[src/rtl/sign_monitor.sv]
// -----------------------------------------------------------------------------
// sign_monitor
//   Registered, multi-lane sign classifier for the CORDIC vectoring datapath.
//   For every accepted sample, each lane reports the sign code of its residual,
//   a saturating count of sign flips, and a flag that rises once the residual
//   has stayed within TOLERANCE for CONV_COUNT consecutive samples.
//
// Ports
//   clk        : system clock, rising edge
//   rst        : synchronous active-high reset
//   clear      : synchronous clear of per-lane history
//   in_valid   : input sample valid
//   in_ready   : block can accept a sample (combinational)
//   ans        : packed lanes, lane i at [i*WORD_WIDTH +: WORD_WIDTH]
//   out_valid  : output register holds a result
//   out_ready  : consumer accepts the result
//   sign_ans   : per-lane sign code at [2i +: 2] (00 pos, 10 zero, 01 neg)
//   flip_count : per-lane saturating flip count at [i*CNT_WIDTH +: CNT_WIDTH]
//   converged  : per-lane convergence flag
// -----------------------------------------------------------------------------
module sign_monitor #(
    parameter int WORD_WIDTH = 16,
    parameter int NUM_LANES  = 2,
    parameter int TOLERANCE  = 4,
    parameter int CONV_COUNT = 3,
    parameter int CNT_WIDTH  = 4
) (
    input  logic                            clk,
    input  logic                            rst,
    input  logic                            clear,
    input  logic                            in_valid,
    output logic                            in_ready,
    input  logic [NUM_LANES*WORD_WIDTH-1:0] ans,
    output logic                            out_valid,
    input  logic                            out_ready,
    output logic [2*NUM_LANES-1:0]          sign_ans,
    output logic [NUM_LANES*CNT_WIDTH-1:0]  flip_count,
    output logic [NUM_LANES-1:0]            converged
);

    localparam int RUN_W = $clog2(CONV_COUNT + 1);
    localparam logic [RUN_W-1:0]      RUN_MAX   = RUN_W'(CONV_COUNT);
    localparam logic [RUN_W-1:0]      RUN_ONE   = RUN_W'(1);
    localparam logic [WORD_WIDTH-1:0] TOL       = WORD_WIDTH'(TOLERANCE);
    localparam logic [WORD_WIDTH-1:0] WORD_ONE  = WORD_WIDTH'(1);
    localparam logic [CNT_WIDTH-1:0]  FLIP_MAX  = {CNT_WIDTH{1'b1}};
    localparam logic [CNT_WIDTH-1:0]  FLIP_ONE  = CNT_WIDTH'(1);
    localparam logic [1:0]            SIGN_POS  = 2'b00;
    localparam logic [1:0]            SIGN_ZERO = 2'b10;
    localparam logic [1:0]            SIGN_NEG  = 2'b01;

    // Sign code of one two's-complement lane value.
    function automatic logic [1:0] classify(input logic [WORD_WIDTH-1:0] x);
        logic [1:0] code;
        if (x[WORD_WIDTH-1]) begin
            code = SIGN_NEG;
        end else if (x == {WORD_WIDTH{1'b0}}) begin
            code = SIGN_ZERO;
        end else begin
            code = SIGN_POS;
        end
        return code;
    endfunction

    logic out_valid_r;
    logic accept_s;

    assign in_ready  = !out_valid_r || out_ready;
    assign accept_s  = in_valid && in_ready;
    assign out_valid = out_valid_r;

    // Output-valid flag: set on accept, dropped when consumed without refill.
    always_ff @(posedge clk) begin
        if (rst) begin
            out_valid_r <= 1'b0;
        end else if (accept_s) begin
            out_valid_r <= 1'b1;
        end else if (out_ready) begin
            out_valid_r <= 1'b0;
        end else begin
            out_valid_r <= out_valid_r;
        end
    end

    for (genvar i = 0; i < NUM_LANES; i++) begin : g_lane
        logic [WORD_WIDTH-1:0] x_s;
        logic [WORD_WIDTH-1:0] mag_s;
        logic                  is_neg_s;
        logic                  is_zero_s;
        logic                  in_tol_s;

        // last_vld_r=0 encodes the "none" last sign.
        logic                  last_vld_r;
        logic                  last_neg_r;
        logic [RUN_W-1:0]      run_r;
        logic [CNT_WIDTH-1:0]  flip_r;
        logic [1:0]            sign_r;
        logic                  conv_r;

        logic                  base_vld_s;
        logic                  base_neg_s;
        logic [RUN_W-1:0]      base_run_s;
        logic [CNT_WIDTH-1:0]  base_flip_s;

        logic                  nxt_vld_s;
        logic                  nxt_neg_s;
        logic [RUN_W-1:0]      nxt_run_s;
        logic [CNT_WIDTH-1:0]  nxt_flip_s;
        logic [1:0]            nxt_sign_s;
        logic                  nxt_conv_s;

        assign x_s       = ans[i*WORD_WIDTH +: WORD_WIDTH];
        assign is_neg_s  = x_s[WORD_WIDTH-1];
        assign is_zero_s = (x_s == {WORD_WIDTH{1'b0}});
        // Unsigned view: the most negative input maps to 2^(WORD_WIDTH-1).
        assign mag_s     = is_neg_s ? (~x_s + WORD_ONE) : x_s;
        assign in_tol_s  = (mag_s <= TOL);

        // Next lane state: clear empties history first, then an accepted
        // sample is applied on top of whatever history remains.
        always_comb begin
            base_vld_s  = clear ? 1'b0 : last_vld_r;
            base_neg_s  = clear ? 1'b0 : last_neg_r;
            base_run_s  = clear ? {RUN_W{1'b0}} : run_r;
            base_flip_s = clear ? {CNT_WIDTH{1'b0}} : flip_r;

            nxt_vld_s  = base_vld_s;
            nxt_neg_s  = base_neg_s;
            nxt_run_s  = base_run_s;
            nxt_flip_s = base_flip_s;
            nxt_sign_s = sign_r;
            nxt_conv_s = clear ? 1'b0 : conv_r;

            if (accept_s) begin
                nxt_sign_s = classify(x_s);

                if (is_zero_s) begin
                    nxt_vld_s = base_vld_s;
                end else if (!base_vld_s) begin
                    nxt_vld_s = 1'b1;
                    nxt_neg_s = is_neg_s;
                end else if (base_neg_s != is_neg_s) begin
                    nxt_neg_s  = is_neg_s;
                    nxt_flip_s = (base_flip_s == FLIP_MAX) ? FLIP_MAX
                                                           : base_flip_s + FLIP_ONE;
                end else begin
                    nxt_neg_s = base_neg_s;
                end

                if (!in_tol_s) begin
                    nxt_run_s = {RUN_W{1'b0}};
                end else if (base_run_s >= RUN_MAX) begin
                    nxt_run_s = RUN_MAX;
                end else begin
                    nxt_run_s = base_run_s + RUN_ONE;
                end

                nxt_conv_s = (nxt_run_s == RUN_MAX);
            end else begin
                nxt_sign_s = sign_r;
            end
        end

        // Lane state and registered lane outputs.
        always_ff @(posedge clk) begin
            if (rst) begin
                last_vld_r <= 1'b0;
                last_neg_r <= 1'b0;
                run_r      <= {RUN_W{1'b0}};
                flip_r     <= {CNT_WIDTH{1'b0}};
                sign_r     <= 2'b00;
                conv_r     <= 1'b0;
            end else begin
                last_vld_r <= nxt_vld_s;
                last_neg_r <= nxt_neg_s;
                run_r      <= nxt_run_s;
                flip_r     <= nxt_flip_s;
                sign_r     <= nxt_sign_s;
                conv_r     <= nxt_conv_s;
            end
        end

        assign sign_ans[2*i +: 2]                 = sign_r;
        assign flip_count[i*CNT_WIDTH +: CNT_WIDTH] = flip_r;
        assign converged[i]                       = conv_r;
    end

endmodule

[config.mk]
export PLATFORM = sky130hd
export DESIGN_NAME = sign_monitor
export DESIGN_NICKNAME = d
export VERILOG_FILES = /design/src/rtl/sign_monitor.sv
export SDC_FILE = /design/constraint.sdc
export NUM_CORES = 1
export LEC_CHECK = 0
export ABC_AREA = 1
export CELL_PAD_IN_SITES_DETAIL_PLACEMENT = 1
export CELL_PAD_IN_SITES_GLOBAL_PLACEMENT = 1
export CORE_MARGIN = 5
export CORE_UTILIZATION = 33
export DETAILED_ROUTE_END_ITERATION = 8
export PLACE_DENSITY_LB_ADDON = 0.15
export SYNTH_ARGS = -nofsm -noshare
export SYNTH_HDL_FRONTEND = slang
export SYNTH_SLANG_ARGS = --single-unit
[constraint.sdc]
create_clock -name clk -period 1.8 [get_ports clk]
set_input_delay 0.36 -clock clk [delete_from_list [all_inputs] [get_ports clk]]
set_output_delay 0.36 -clock clk [all_outputs]
set_load 0.01 [all_outputs]
## Word-level counts from Yosys, hierarchy flattened

Index checks and enable logic that the tools add are counted.
W data, S select, Z words.

- Bits in read-only memories: 0
- Bits in registers: 23
- Memories kept: 0
- Bits of input ports: 37
- Latch bits: 0
- Output and inout port bits: 16
- Bits in writable memories: 0

- Shift-type cells: 0
- Reduce and logical (&&, ||, !) cells: 7
- Mux-type cells: 49
- $mul: 0
- $add $sub $neg: 6
- Div/mod/pow operators: 0
- Bitwise operators: 2
- Eq/ne operators: 6
- Magnitude comparators: 4

Operators by type and width:

| cell | number |
|---|---|
| $mux W4 | 12 |
| $add A16 B1 Y16 const B | 2 |
| $le A16 B3 Y1 const B | 2 |
| $logic_not A16 Y1 | 2 |
| $mux W16 | 2 |
| $not A16 Y16 | 2 |
| $mux W2 | 14 |
| $mux W1 | 21 |
| $add A4 B1 Y4 const B | 2 |
| $eq A4 B4 Y1 const B | 2 |
| $add A2 B1 Y2 const B | 2 |
| $eq A2 B2 Y1 const B | 2 |
| $ge A2 B2 Y1 const B | 2 |
| $reduce_bool A2 Y1 | 2 |
| $ne A1 B1 Y1 | 2 |
| $logic_and A1 B1 Y1 | 1 |
| $logic_not A1 Y1 | 1 |
| $logic_or A1 B1 Y1 | 1 |

## Logic depth before layout (Yosys ltp)

- Depth after elaboration: 8
- Gate-level depth with buffers: 15
- Mapped depth without buffers: 15

## Least setup slack after synthesis

No wires, ideal clock.

- Path type: input-to-reg
- From: input clear
- To: register g_lane[1].flip_r[2]
- Setup time: 0.116 ns
- Data required time: 1.684 ns
- Arrival time: 1.516 ns
- Stages on the path: 7
- Path slack: 0.168 ns
- Path through: clkbuf_1 > nor2_1 > ha_1 > or3b_1 > nor2_1 > nand3_1 > o211a_1

- Longest elaborated chain between the ends: 7

Ends and longest elaborated chain:

| what | RTL line | source |
|---|---|---|
| from (decl) | 30 | `input logic clear,` |
| $mux W4 | 125 | `base_flip_s = clear ? {CNT_WIDTH{1'b0}} : flip_r;` |
| $add A4 B1 Y4 or $eq A4 B4 Y1 (tied branches) | 145, 144 |  |
| $mux W4 | 144 | `nxt_flip_s = (base_flip_s == FLIP_MAX) ? FLIP_MAX` |
| $mux W4 | 142 | `end else if (base_neg_s != is_neg_s) begin` |
| $mux W4 | 139 | `end else if (!base_vld_s) begin` |
| $mux W4 | 137 | `if (is_zero_s) begin` |
| $mux W4 * | 134 | `if (accept_s) begin` |
| to (signal assigned) | 170 | `flip_r <= {CNT_WIDTH{1'b0}};` |
| to (signal assigned) | 177 | `flip_r <= nxt_flip_s;` |
| to (decl) | 96 | `logic [CNT_WIDTH-1:0] flip_r;` |

Mark *: on every way between the ends. The rest lies on a longest branch, timed or not.
A chain may end at the register's enable or synchronous reset.

## Final worst setup path

- From: input ans[8]
- To: register g_lane[0].run_r[1]

- Longest elaborated chain between the ends: 7

Ends and longest elaborated chain:

| what | RTL line | source |
|---|---|---|
| from (decl) | 33 | `input logic [NUM_LANES*WORD_WIDTH-1:0] ans,` |
| $not A16 Y16 | 116 | `assign mag_s = is_neg_s ? (~x_s + WORD_ONE) : x_s;` |
| $add A16 B1 Y16 | 116 |  |
| $mux W16 * | 116 |  |
| $le A16 B3 Y1 * | 117 | `assign in_tol_s = (mag_s <= TOL);` |
| $mux W2 * | 150 | `if (!in_tol_s) begin` |
| $mux W2 * (2 in series) | 134 |  |
| to (signal assigned) | 169 | `run_r <= {RUN_W{1'b0}};` |
| to (signal assigned) | 176 | `run_r <= nxt_run_s;` |
| to (decl) | 95 | `logic [RUN_W-1:0] run_r;` |

Mark *: on every way between the ends. The rest lies on a longest branch, timed or not. The select of a mux whose other input is x is not followed.

==> out/metrics.yaml <==
worst_setup_path:
  critPathLaunchType: "input pin"
  path_max_fanout: 3
  path_cells: "clkdlybuf4s50_1, nor2_1, inv_1, nor2_4, nand2_1, nand2_1, nand2_1, nand2_1, nand3_1, nor2_2, nand4_1, a21oi_1"
  setup.worst_path.start: "ans[8]"
  cp.required_ns: 2.00
  crit_slowest_cell: "clkdlybuf4s50_1"
  rrSetupSlack_ns: 0.20
  worstPathArrival_ns: 1.92
  cp_slowest_stage_delay_ns: 0.46
  rr_startpoint: "g_lane[1].flip_r[0]"
  crit_top_cell: "nand2_1"
  crit_type: "in -> reg"
  endpoint_kind: "flop"
cts:
  numCtsBuffers: 3
  cts.sinks: 23
  clk_latency_ns: 0.26
  cts-root-buf: "clkbuf_8"
  tritoncts: "yes"
  cts_buffer_depth: 2
  cts_max_level: 1
  clkTransAtPathRegs_ns: 0.09
pwr:
  seqPwrFrac_pct: 38.7
  p_clk_share_pct: 24.1
  sw_frac_of_total_pct: 32.7
  power_frac_comb_pct: 37.2
  ir_worst_vdd_v: 0.000290
  p_leak_nw: 1.69
  p_int_w: 0.000926
  power.switching_w: 0.000449
  powerDensity_nw_per_um2: 406
synth:
  synth_mux_area_share_pct: 0
  synth_area_leaders: "dfxtp_1 (22%), nand2_1 (21%), inv_1 (10%), nand3_1 (9.4%), nor2_1 (8.4%)"
  synth_xor_xnor_area_share_pct: 0.410
  synth_top_family_by_area: "simple AND/OR/NAND/NOR gates"
  synth_cell_type_count: 30
  synth_compound_area_share_pct: 11.5
  syn_inst: 391
  ys_seq_area_share_pct: 21.6
  yosys.area.top_type: "dfxtp_1"
  ys_warn_count: 0
  synth_top_area_share_pct: 21.6
  synth_fa_ha_area_share_pct: 2.34
  syn-cell-area_um2: 2130
  synth_seq_cells: 23
  syn_area_per_cell_um2: 5.46
  synth-simple-area-share_pct: 49.7
  synth_nets: 432
timing:
  rsz0062_at_grt: "yes"
  fin_crit_sh_pct: 95.4
  clock.fmax_mhz: 582
  period_needed_ns: 1.72
  hold_violations: 0
  worst_slew_pin_slew_ns: 0.355
  fin_ws_ns: 0.0832
  setup_viol: 0
  finClkSkew_ns: 0.00284
  finalSetupTns_ns: 0
  slew_violations: 0
  slew_headroom_pct: 76.3
placement:
  dpl.hpwl_mm: 5.94
  placed_area_um2: 3120
  post-place-ws_ns: -0.479
  gp_congestion: 0.784
  io_buffer_count: 52
run_status:
  status: "finished clean"
global_routing:
  grt_overflow: 0
  grt_pass1_wl_mm: 12.9
  grt_pass1_vias: 2928
  track_usage_pct: 18.3
  grt_start_max_net_pins: 15
  antenna_found_initial: 0
floorplan:
  initial_core_util_pct: 33.8
  core_um2: 6310
  die_width_um: 90.4
  die_h_um: 90.4
  row_count: 29
  die_area_um2: 8180
  num_io_pins: 53
routing:
  drtIter0Drc: 105
  drc_errors: 0
  vias: 2811
  detail-route-antenna-nets: 0
  wl_per_cell_um: 13.4
  wirelength_mm: 7.67
  vias_per_cell: 4.90
  firstDrtPassIters: 4
finish:
  nFillCells: 880
  antennaDiodeCount: 0
  final_nets: 539
  area_growth_pct: 58.7
  drive_gt1_share_pct: 23.3
  final_area_um2: 3390
worst_hold_path:
  holdCritPathClass: "reg -> reg"
  hp-start: "g_lane[1].sign_r[0]"
flow_run:
  cap_violations: 0
-- cell type report --
cell class	count	area, um2	share of cell area [%]
flip-flops and latches	23	460	13.6
multi-input cells	295	1540	45.5
clock inverters	1	7.51	0.222
well taps	77	96.3	2.84
clock buffers	3	41.3	1.22
repair buffers	114	1010	29.9
inverters	61	229	6.76
-- layer usage --
layer | vias up | global-route usage, % | routed length [um]
met5 | - | 0 | 0
met4 | 0 | 3.72 | 75
met3 | 8 | 1.83 | 205
met2 | 44 | 34.1 | 3980
met1 | 1318 | 22.4 | 3420
li1 | 1441 | - | -
-- Yosys cell counts, drive strengths merged --
cell	n
inv	60
and2	1
nor4	1
xor2	1
nor3	6
o21ai	19
o21bai	1
a31oi	2
o211a	1
nand4	5
or2	1
or3b	1
dfxtp	23
a21oi	24
nand3	42
nand3b	7
clkbuf	2
buf	10
nand2	124
ha	4
nor2	55
clkinv	1
-- layout by cell type (no fill, tap or decap), types with 12 or more instances in the layout --
master,instances
a21oi_1,24
nand3_1,36
inv_1,51
clkdlybuf4s50_1,28
dlygate4sd2_1,17
nor2_1,36
o21ai_0,12
buf_4,59
nand2_1,114
dfxtp_1,23
-- registers in the layout, indices dropped and copies added, names as in the netlist --
name / count
g_lane.flip_r: 8
g_lane.run_r: 4
g_lane.sign_r: 4
g_lane.conv_r: 2
g_lane.last_neg_r: 2
g_lane.last_vld_r: 2
out_valid: 1
-- metrics by stage --
step | util, % | std cells | power, W | hold WS, ns
floorplan | - | 391 | 0.000752 | 0.429
global placement | 49.4 | 566 | 0.000993 | 0.457
detailed placement | 49.4 | 566 | 0.00101 | 0.474
CTS | 52.3 | 573 | 0.00136 | 0.488
global route | 53.7 | 574 | 0.00146 | 0.510
finish | 53.7 | 574 | 0.00138 | 0.484
-- power groups by stage --
stage	sequential, W	combinational (W)	clock [W]
after floorplan	0.000547	0.000205	0
after global placement	0.000543	0.000449	0
after detailed placement	0.000544	0.000467	0
after CTS	0.000532	0.000490	0.000340
after global routing	0.000534	0.000565	0.000364
final	0.000532	0.000511	0.000332
-- what timing repair did --
item | CTS | global route
resized for setup | 53 | 30
gates cloned | 1 | 0
setup buffers | 2 | 1
hold buffers | 0 | 0
endpoints found under the setup margin | 16 | 14
pin swaps | 24 | 20
-- final timing paths --
path	end	cells after the start
worst max-delay path	g_lane[0].run_r[1]	12
worst min-delay path	g_lane[1].sign_r[0]	2
worst max register to register	g_lane[1].flip_r[2]	7
worst min register to register	g_lane[1].sign_r[0]	2
-- cell families (layout without fill, tap and decap cells) --
group | Yosys count | after routing
simple gates | 243 | 243
fa+ha+maj | 4 | 4
buf+inv | 73 | 179
xor+xnor | 1 | 1
compound gates | 47 | 47
flops | 23 | 23
-- worst max-delay path, delay by kind of cell --
kind / cells / cell delay (ns)
buffers and inverters: 2 / 0.55
AND/OR/NAND/NOR: 9 / 0.88
AO/OA/AOI/OAI: 1 / 0.13
Power figures use the tool's default switching activity.
